**src/rtl/fft_bfly_sched_if.sv**
```systemverilog
// fft_bfly_sched_if: bundles the input stream, output stream, external
// add/sub operand/result wires and status flags of one butterfly stage.
//
// Stream handshakes (in_* and out_*): a transfer happens on a rising edge
// where valid and ready are both high. The source holds valid and data
// stable until that transfer; valid is ignored while ready is low and
// ready is ignored while valid is low.
interface fft_bfly_sched_if #(
    parameter int N = 3
);
    localparam int W = 2 ** N;

    logic         in_valid;
    logic [W-1:0] in_data;
    logic         in_ready;

    logic         as_add;
    logic [W-1:0] as_a;
    logic [W-1:0] as_b;
    logic [W-1:0] as_result;

    logic         out_valid;
    logic [W-1:0] out_data;
    logic         out_ready;

    logic         busy;
    logic         done;

    // Butterfly stage side
    modport slave (
        input  in_valid, in_data, as_result, out_ready,
        output in_ready, as_add, as_a, as_b, out_valid, out_data, busy, done
    );

    // Environment side: sample source, add/sub unit and sample sink
    modport master (
        output in_valid, in_data, as_result, out_ready,
        input  in_ready, as_add, as_a, as_b, out_valid, out_data, busy, done
    );
endinterface

```
**src/rtl/fft_bfly_sched.sv**
```systemverilog
// fft_bfly_sched: one radix-2 butterfly stage of an 8-point FFT, time-shared
// over a single external add/sub unit. Each frame runs LOAD (8 samples in),
// CALC (4 pairs, add cycle then subtract cycle) and DRAIN (8 results out).
module fft_bfly_sched #(
    parameter int N    = 3,
    parameter int SPAN = 1   // butterfly distance: 1, 2 or 4
) (
    input  logic            clk,
    input  logic            rst_n,
    fft_bfly_sched_if.slave bus,
    output logic [1:0]      dbg_state_o
);
    localparam int W = 2 ** N;
    localparam logic [2:0] SPAN_L   = 3'(SPAN);
    localparam logic [2:0] STRIDE_L = 3'(2 * SPAN);

    typedef enum logic [1:0] {
        S_LOAD  = 2'd0,
        S_CALC  = 2'd1,
        S_DRAIN = 2'd2
    } state_t;

    state_t       state_q, state_d;
    logic [2:0]   cnt_q, cnt_d;
    logic         in_ready_q, in_ready_d;
    logic         done_q, done_d;
    logic [W-1:0] ibuf_q [8];
    logic [W-1:0] obuf_q [8];

    logic         in_fire;
    logic         out_fire;
    logic [2:0]   pair_k;
    logic [2:0]   idx_i;
    logic [2:0]   idx_j;
    logic [2:0]   wr_idx;

    assign in_fire  = (state_q == S_LOAD) && in_ready_q && bus.in_valid;
    assign out_fire = (state_q == S_DRAIN) && bus.out_ready;

    // Pair schedule: CALC cycle cnt serves pair k = cnt/2 on indices (i, i+SPAN);
    // the even cycle produces the sum for i, the odd cycle the difference for j.
    always_comb begin
        pair_k = {1'b0, cnt_q[2:1]};
        idx_i  = ((pair_k / SPAN_L) * STRIDE_L) + (pair_k % SPAN_L);
        idx_j  = idx_i + SPAN_L;
        wr_idx = cnt_q[0] ? idx_j : idx_i;
    end

    // Next-state logic and all combinational outputs of the frame sequencer.
    always_comb begin
        state_d       = state_q;
        cnt_d         = cnt_q;
        done_d        = 1'b0;
        in_ready_d    = 1'b0;
        bus.as_add    = 1'b1;
        bus.as_a      = '0;
        bus.as_b      = '0;
        bus.out_valid = 1'b0;
        bus.out_data  = '0;
        bus.busy      = 1'b0;
        case (state_q)
            S_LOAD: begin
                if (in_fire) begin
                    cnt_d = cnt_q + 3'd1;
                    if (cnt_q == 3'd7) begin
                        state_d = S_CALC;
                    end
                end
            end
            S_CALC: begin
                bus.busy   = 1'b1;
                bus.as_add = ~cnt_q[0];
                bus.as_a   = ibuf_q[idx_i];
                bus.as_b   = ibuf_q[idx_j];
                cnt_d      = cnt_q + 3'd1;
                if (cnt_q == 3'd7) begin
                    state_d = S_DRAIN;
                end
            end
            S_DRAIN: begin
                bus.busy      = 1'b1;
                bus.out_valid = 1'b1;
                bus.out_data  = obuf_q[cnt_q];
                if (out_fire) begin
                    cnt_d = cnt_q + 3'd1;
                    if (cnt_q == 3'd7) begin
                        state_d = S_LOAD;
                        done_d  = 1'b1;
                    end
                end
            end
            default: begin
                state_d = S_LOAD;
                cnt_d   = '0;
            end
        endcase
        // Registered so it reads 0 in the cycle right after a reset edge and
        // rises together with done when a frame completes.
        in_ready_d = (state_d == S_LOAD);
    end

    // Control state register; any reset aborts the frame in flight.
    always_ff @(posedge clk) begin
        if (!rst_n) begin
            state_q    <= S_LOAD;
            cnt_q      <= '0;
            in_ready_q <= 1'b0;
            done_q     <= 1'b0;
        end else begin
            state_q    <= state_d;
            cnt_q      <= cnt_d;
            in_ready_q <= in_ready_d;
            done_q     <= done_d;
        end
    end

    // Sample and result buffers; every entry is rewritten before it is read in a frame.
    always_ff @(posedge clk) begin
        if (rst_n && in_fire) begin
            ibuf_q[cnt_q] <= bus.in_data;
        end
        if (rst_n && (state_q == S_CALC)) begin
            obuf_q[wr_idx] <= bus.as_result;
        end
    end

    assign bus.in_ready = in_ready_q;
    assign bus.done     = done_q;
    assign dbg_state_o  = state_q;
endmodule

```
**src/flat_wrapper.sv**
```systemverilog
// flat-port wrapper written by rule: the top's interface ports become plain ports
module fft_bfly_sched_flat 
#(
    parameter int N    = 3,
    parameter int SPAN = 1                                   
)
  (clk, rst_n, dbg_state_o, bus_in_valid, bus_in_data, bus_as_result, bus_out_ready, bus_in_ready, bus_as_add, bus_as_a, bus_as_b, bus_out_valid, bus_out_data, bus_busy, bus_done);
  fft_bfly_sched_if #(.N(N)) bus_i ();
  input  logic clk;
  input  logic rst_n;
  output logic [1:0] dbg_state_o;
  input wire logic [$bits(bus_i.in_valid)-1:0] bus_in_valid;
  input wire logic [$bits(bus_i.in_data)-1:0] bus_in_data;
  input wire logic [$bits(bus_i.as_result)-1:0] bus_as_result;
  input wire logic [$bits(bus_i.out_ready)-1:0] bus_out_ready;
  output wire logic [$bits(bus_i.in_ready)-1:0] bus_in_ready;
  output wire logic [$bits(bus_i.as_add)-1:0] bus_as_add;
  output wire logic [$bits(bus_i.as_a)-1:0] bus_as_a;
  output wire logic [$bits(bus_i.as_b)-1:0] bus_as_b;
  output wire logic [$bits(bus_i.out_valid)-1:0] bus_out_valid;
  output wire logic [$bits(bus_i.out_data)-1:0] bus_out_data;
  output wire logic [$bits(bus_i.busy)-1:0] bus_busy;
  output wire logic [$bits(bus_i.done)-1:0] bus_done;
  assign bus_i.in_valid = bus_in_valid;
  assign bus_i.in_data = bus_in_data;
  assign bus_i.as_result = bus_as_result;
  assign bus_i.out_ready = bus_out_ready;
  assign bus_in_ready = bus_i.in_ready;
  assign bus_as_add = bus_i.as_add;
  assign bus_as_a = bus_i.as_a;
  assign bus_as_b = bus_i.as_b;
  assign bus_out_valid = bus_i.out_valid;
  assign bus_out_data = bus_i.out_data;
  assign bus_busy = bus_i.busy;
  assign bus_done = bus_i.done;
  fft_bfly_sched #(.N(N), .SPAN(SPAN)) u_core (.clk(clk), .rst_n(rst_n), .bus(bus_i), .dbg_state_o(dbg_state_o));
endmodule
```
**config.mk**
```make
export PLATFORM = sky130hd
export DESIGN_NAME = fft_bfly_sched_flat
export DESIGN_NICKNAME = d
export VERILOG_FILES = /design/src/rtl/fft_bfly_sched_if.sv /design/src/rtl/fft_bfly_sched.sv /design/src/flat_wrapper.sv
export SDC_FILE = /design/constraint.sdc
export NUM_CORES = 1
export LEC_CHECK = 0
export BUFFER_PORTS_ARGS = -buffer_cell sky130_fd_sc_hd__buf_2
export CAP_MARGIN = 20
export CORE_MARGIN = 10
export CORE_UTILIZATION = 40
export DETAILED_ROUTE_END_ITERATION = 10
export SLEW_MARGIN = 40
export SYNTH_ARGS = -nofsm -noshare
export SYNTH_HDL_FRONTEND = slang
export SYNTH_SLANG_ARGS = --single-unit
```
**constraint.sdc**
```tcl
create_clock -name clk -period 2.26 [get_ports clk]
set_clock_uncertainty 0.05 [all_clocks]
set_input_delay 0 -clock clk [delete_from_list [all_inputs] [get_ports clk]]
set_output_delay 0 -clock clk [all_outputs]
set_load 0.005 [all_outputs]
```
==> run_results.csv, run 1 <==
group,metric,value,unit
synthesis,synth_top_family_by_area,"multiplexers",
route,wl_per_cell,19.4,um
synthesis,ys_warn_count,0,
critical_path,worstPathRequired,2210,ps
global_routing,grt_max_degree,25,
global_routing,grt_use_total,0.124,
final_layout,diodes,0,
min_path,hold_path_end,"u_core.obuf_q[0][3]",
final_layout,layout_common_cells,"edfxtp_1, buf_2, mux4_2",
sta,max_freq,0.486,GHz
sta,rsz0062_at_grt,"no",
route,wl_met1,4500,um
floorplanning,die_w,136,um
synthesis,syn-cell-area,5420,sq um
placement,dp_slack,369,ps
placement,place_area,5960,sq um
placement,portBuffers,50,
sta,period_minus_slack,2060,ps
floorplanning,dieArea,18600,sq um
synthesis,synth_top_area_frac,0.709,
cts,root_buffer,"clkbuf_16",
route,met2_length,5580,um
route,wl,10800,um
floorplanning,die_h,136,um
power,power_leakage,2.34,nW
route,ant_nets,0,
power,pwr-share-comb,0.028,
critical_path,critPathKind,"register to output pin",
synthesis,synth-adder-area-share,0.0138,
critical_path,max_stage_delay,630,ps
floorplanning,io_pins,51,
route,viasPerCell,5.01,
critical_path,rr_endpoint,"u_core.bus.done",
power,p_int,4.62,mW
final_layout,finalInstanceArea,6770,sq um
critical_path,start_kind,"register",
power,p_clk_frac,0.483,
synthesis,ys_seq_area_frac,0.746,
final_layout,nets,394,
sta,tightest_slew,717,ps
synthesis,ys_ff_latch,138,
critical_path,cp_slowest_cell,"mux4_1",
critical_path,r2r_cells,6,
route,wl_met3,582,um
status,status,"completed",
sta,finalSetupTns,0,ps
cts,cts_tree,"done",
sta,timing.final.ws_setup,202,ps
critical_path,timing.rr.start,"u_core.cnt_q[1]",
global_routing,grt_pass1_wl,17000,um
min_path,hold_path_depth,2,
synthesis,synth_xor_xnor_area_share,0,
placement,place_congestion,0.738,
power,netSwitchingFraction,0.197,
sta,slew_headroom,0.520,
min_path,hp-class,"primary input to register",
floorplanning,core_area,13200,sq um
route,vias,2789,
route,drc_errors,0,
cts,clock_latency,420,ps
synthesis,synth_compound_area_frac,0.0233,
final_layout,final_common_cell,"edfxtp_1",
route,top_layer,"met4",
job,cap_violations,0,
sta,setup_viol,0,
synthesis,postSynthAreaPerCell,19.8,sq um
synthesis,synth_cell_types,29,
cts,post_cts_buffers,0,
power,irDropWorstVdd,0.000835,V
placement,dp_hpwl,7040,um
critical_path,regToRegSetupSlack,330,ps
floorplanning,initial_core_util,0.410,
sta,fin_crit_sh,0.911,
floorplanning,rows,42,
cts,htreeDepth,4,
cts,clk_pin_slew_worst_paths,60,ps
sta,hold_viol_final,0,
route,drt-initial-drc-count,159,
cts,cts_made_buffers,17,
cts,cts.sinks,138,
synthesis,yosys.area.top_type,"edfxtp_1",
synthesis,synth_fp_nets,300,
synthesis,synthMuxAreaShare,0.139,
synthesis,synthSimpleGateAreaFrac,0.0604,
global_routing,grt-ovfl-total,0,
critical_path,cp-end-kind,"output pin",
synthesis,syn_inst,274,
route,dr.pass1.iters,4,
critical_path,path_max_fanout,16,
synthesis,synth.area.top_cells,"edfxtp_1, mux4_2, dfxtp_1",
critical_path,arrival,2010,ps
cts,cts_buffer_depth,2,
power,p_seq_frac,0.489,
min_path,min_from,"bus_as_result[3]",
global_routing,grt_pass1_vias,2934,
power,p_per_area,850,nW/um^2
sta,slew_viol_final,0,
final_layout,drive_gt1_frac,0.339,
global_routing,antenna_found_initial,0,
final_layout,area_delta_synth_final,24.8,%
critical_path,crit_chain,"buf_4 > mux4_1 > a22o_1 > buf_2",
power,p_sw,1.13,mW
-- what timing repair did --
item | 4_1_cts | 5_1_grt
endpoints found under the setup margin | 4 | 3
endpoints found under the hold margin | 138 | 0
hold buffers | 20 | 0
resized for setup | 1 | 1
gates cloned | 0 | 0
-- worst max-delay path, delay by kind of cell (launching register included) --
kind / cells / cell delay (ps)
mux: 1 / 630
flops: 1 / 300
buf+inv: 2 / 420
compound gates: 1 / 240
-- sequential cells by signal, indices dropped and copies added, names as in the netlist, named ones only --
register and cells:
u_core.bus.in_ready 1, u_core.cnt_q 3, u_core.bus.done 1, u_core.obuf_q 64
u_core.dbg_state_o 2, u_core.ibuf_q 64
-- routing by layer --
metal	vias to the layer above	track usage
met4	0	0.0479
met1	1423	0.147
li1	1293	-
met3	13	0.0432
met5	-	0
met2	60	0.205
-- cells by family after synthesis --
| kind of cell | after synthesis |
|---|---|
| buf+inv | 18 |
| mux | 33 |
| flops | 138 |
| simple gates | 62 |
| compound gates | 17 |
| fa+ha+maj | 6 |
-- worst max path at each step --
stage | startpoint | depth (start not counted) | endpoint
final | register | 4 | bus_out_data[1]
after global routing | register | 4 | bus_out_data[1]
after detailed placement | u_core.cnt_q[1] | 6 | u_core.bus.in_ready
after CTS | register | 3 | bus_as_a[6]
after global placement | u_core.dbg_state_o[0] | 6 | register
after floorplan | u_core.dbg_state_o[1] | 5 | u_core.obuf_q[4][0]
-- through the flow --
stage	hold WS [ps]	utilization	total power [mW]	cells
2_1_floorplan	48.9	-	2.95	274
3_3_place_gp	217	0.450	3.00	505
3_5_place_dp	226	0.450	3.01	505
4_1_cts	346	0.511	5.81	557
5_1_grt	371	0.511	5.94	557
6_report	362	0.511	5.75	557
-- power groups by stage --
stage	Combinational, mW	Sequential, mW	Clock, mW
after floorplan	0.0862	2.86	0
after global placement	0.136	2.86	0
after detailed placement	0.141	2.87	0
after CTS	0.166	2.81	2.83
after global routing	0.180	2.81	2.95
final	0.163	2.81	2.78
-- synthesized netlist by cell type --
library cell  instances
a22o_1                8
and2_1               18
nand3_1               1
buf_12                1
a221oi_1              1
clkbuf_1              7
mux4_1                6
mux2i_1               1
buf_2                 5
a21oi_1               5
buf_1                 1
o21ai_0               1
nor2b_1               1
edfxtp_1            128
dfxtp_1              10
mux4_2               26
nor4_1                1
nand2_1               7
a21boi_0              1
buf_6                 1
nand3b_1              3
nand2b_1              7
nand4_1               2
inv_1                 3
ha_1                  6
nor3_1                4
o311a_1               1
nand4b_1              1
nor2_1               17
-- layout make-up --
| class | instances | area, sq um |
|---|---|---|
| clock buffer | 17 | 425 |
| clock inverter | 15 | 176 |
| fill | 1109 | 6480 |
| inverter | 3 | 11.3 |
| multi-input combinational | 118 | 1290 |
| sequential | 138 | 4050 |
| tap | 176 | 220 |
| timing repair buffer | 90 | 601 |
Note: power is estimated with default switching activity, not from simulation.
==> inputs of run 2 (changes only) <==
--- a/config.mk
+++ b/config.mk
@@ -16 +16,2 @@
 export SYNTH_SLANG_ARGS = --single-unit
+export TNS_END_PERCENT = 30
==> constraint.sdc (replaced) <==
create_clock -name clk -period 2.26 [get_ports clk]
set_clock_uncertainty 0.05 [all_clocks]
set_input_delay 0.339 -clock clk [delete_from_list [all_inputs] [get_ports clk]]
set_output_delay 0.339 -clock clk [all_outputs]
set_load 0.005 [all_outputs]
==> run 2 against run 1 <==
Cell area down 2.1%. Worst hold slack worse by 210 ps. Total power down 3.3%. Fmax fell by 8.6%.
==> run_results.csv, run 2 (synthesis gave the netlist of run 1 again) <==
group,metric,value,unit
status,status,"completed",
global_routing,antenna_found_initial,0,
global_routing,grt-ovfl-total,0,
power,irDropWorstVdd,0.000611,V
critical_path,max_stage_delay,560,ps
route,ant_nets,0,
route,viasPerCell,5.07,
final_layout,nets,377,
critical_path,cp_top_family,"multiplexers",
placement,place_congestion,0.713,
global_routing,gr-usage-met2,0.217,
power,p_per_area,840,nW/um^2
min_path,hold_path_end,"u_core.obuf_q[0][6]",
floorplanning,initial_core_util,0.410,
cts,root_buffer,"clkbuf_16",
final_layout,finalInstanceArea,6620,sq um
sta,tightest_slew,752,ps
power,p_clk_frac,0.465,
critical_path,path_max_fanout,8,
placement,place_area,5990,sq um
cts,clk_pin_slew_worst_paths,60,ps
final_layout,reg_top3,"u_core.ibuf_q (64), u_core.obuf_q (64), u_core.cnt_q (3)",
sta,slew_viol_final,0,
min_path,hp-class,"primary input to register",
critical_path,crit_chain,"buf_12 > mux4_1 > a22o_1 > buf_2",
critical_path,regToRegSetupSlack,400,ps
global_routing,met3_usage,0.0435,
min_path,hold_path_depth,1,
critical_path,crit_buf_inv,2,
floorplanning,rows,42,
route,dr.pass1.iters,4,
job,cap_violations,0,
critical_path,r2r_cells,4,
final_layout,final_common_cell,"edfxtp_1",
cts,cts_tree,"done",
critical_path,crit_cells,4,
final_layout,layout_common_cells,"edfxtp_1, buf_2, mux4_2",
global_routing,grt_use_total,0.123,
final_layout,drive_gt1_frac,0.376,
power,pwr-share-comb,0.030,
cts,clock_latency,410,ps
sta,timing.final.ws_setup,8.77,ps
critical_path,cp_slowest_cell,"mux4_1",
final_layout,area_delta_synth_final,22.1,%
power,netSwitchingFraction,0.192,
floorplanning,dieArea,18600,sq um
route,vias,2726,
placement,portBuffers,50,
critical_path,worstPathRequired,1870,ps
sta,setup_viol,0,
global_routing,grt_max_degree,25,
critical_path,timing.rr.start,"u_core.dbg_state_o[1]",
final_layout,diodes,0,
placement,dp_slack,70.5,ps
floorplanning,io_pins,51,
critical_path,rr_endpoint,"u_core.obuf_q[2][3]",
route,wl,10700,um
cts,ctsHoldBuffers,0,
min_path,min_from,"bus_as_result[6]",
floorplanning,core_area,13200,sq um
cts,cts_buffer_depth,2,
sta,max_freq,0.444,GHz
critical_path,cp-end-kind,"output pin",
power,p_seq_frac,0.506,
critical_path,start_kind,"register",
sta,rsz0062_at_grt,"yes",
route,drt-initial-drc-count,151,
power,p_int,4.49,mW
global_routing,grtUsageMet1,0.136,
global_routing,grt_pass1_wl,16800,um
sta,hold_viol_final,0,
placement,dp_hpwl,6850,um
sta,slew_headroom,0.497,
global_routing,grt_pass1_vias,3018,
floorplanning,die_h,136,um
sta,period_minus_slack,2250,ps
global_routing,grt-busiest-layer,"met2",
critical_path,arrival,1860,ps
critical_path,critPathKind,"register to output pin",
power,power_leakage,2.26,nW
route,drc_errors,0,
route,wl_per_cell,19.8,um
cts,htreeDepth,4,
cts,cts_made_buffers,17,
floorplanning,die_w,136,um
sta,fin_crit_sh,0.996,
power,p_sw,1.07,mW
cts,cts.sinks,138,
run 2: worst max path at each step:
stage / endpoint / slack, ps / start
3_5_place_dp: bus_out_data[2] / 70 / u_core.dbg_state_o[0]
5_1_grt: bus_out_data[6] / -70 / register
4_1_cts: bus_out_data[4] / -20 / register
3_3_place_gp: bus_out_data[6] / 180 / u_core.dbg_state_o[0]
6_report: bus_out_data[7] / 9 / register
2_1_floorplan: u_core.obuf_q[4][0] / 240 / u_core.dbg_state_o[1]
run 2: worst reg2reg max path, cell delays in order (launching register included):
cell,delay (ps)
dfxtp_1,340
inv_1,90
ha_1,190
nand3b_1,190
nor2_1,640
run 2: cell type report:
class / instances / area, sq um
repair buffers: 73 / 500
flip-flops and latches: 138 / 4050
well taps: 176 / 220
clock buffers: 18 / 429
fillers: 1087 / 6620
inverters: 3 / 11.3
clock inverters: 12 / 126
multi-input cells: 118 / 1290
run 2: power groups by stage:
stage	combinational (mW)	clock, mW	sequential (mW)
floorplan	0.0862	0	2.86
detailed placement	0.149	0	2.86
global route	0.182	2.74	2.81
finish	0.165	2.58	2.81
CTS	0.168	2.63	2.81
global placement	0.145	0	2.86
run 2: what timing repair did:
action,in CTS,in global routing
buffers inserted,3,0
gates resized for setup,9,4
gates cloned,1,0
endpoints found under the setup margin,12,9
pin swaps,1,1
run 2: stage by stage:
step	power (mW)	utilization	std cells	hold slack, ps	TNS (ps)
floorplan	2.95	-	274	388	0
global route	5.74	0.500	538	154	-249
finish	5.56	0.500	538	154	0
CTS	5.61	0.499	538	140	-60.3
global placement	3.01	0.452	504	560	0
detailed placement	3.01	0.452	504	567	0
run 2: per-layer routing:
layer,up-vias,part of all wire
li1,1254,-
met1,1407,0.40
met2,58,0.53
met3,7,0.056
met4,0,0.0071
met5,-,0
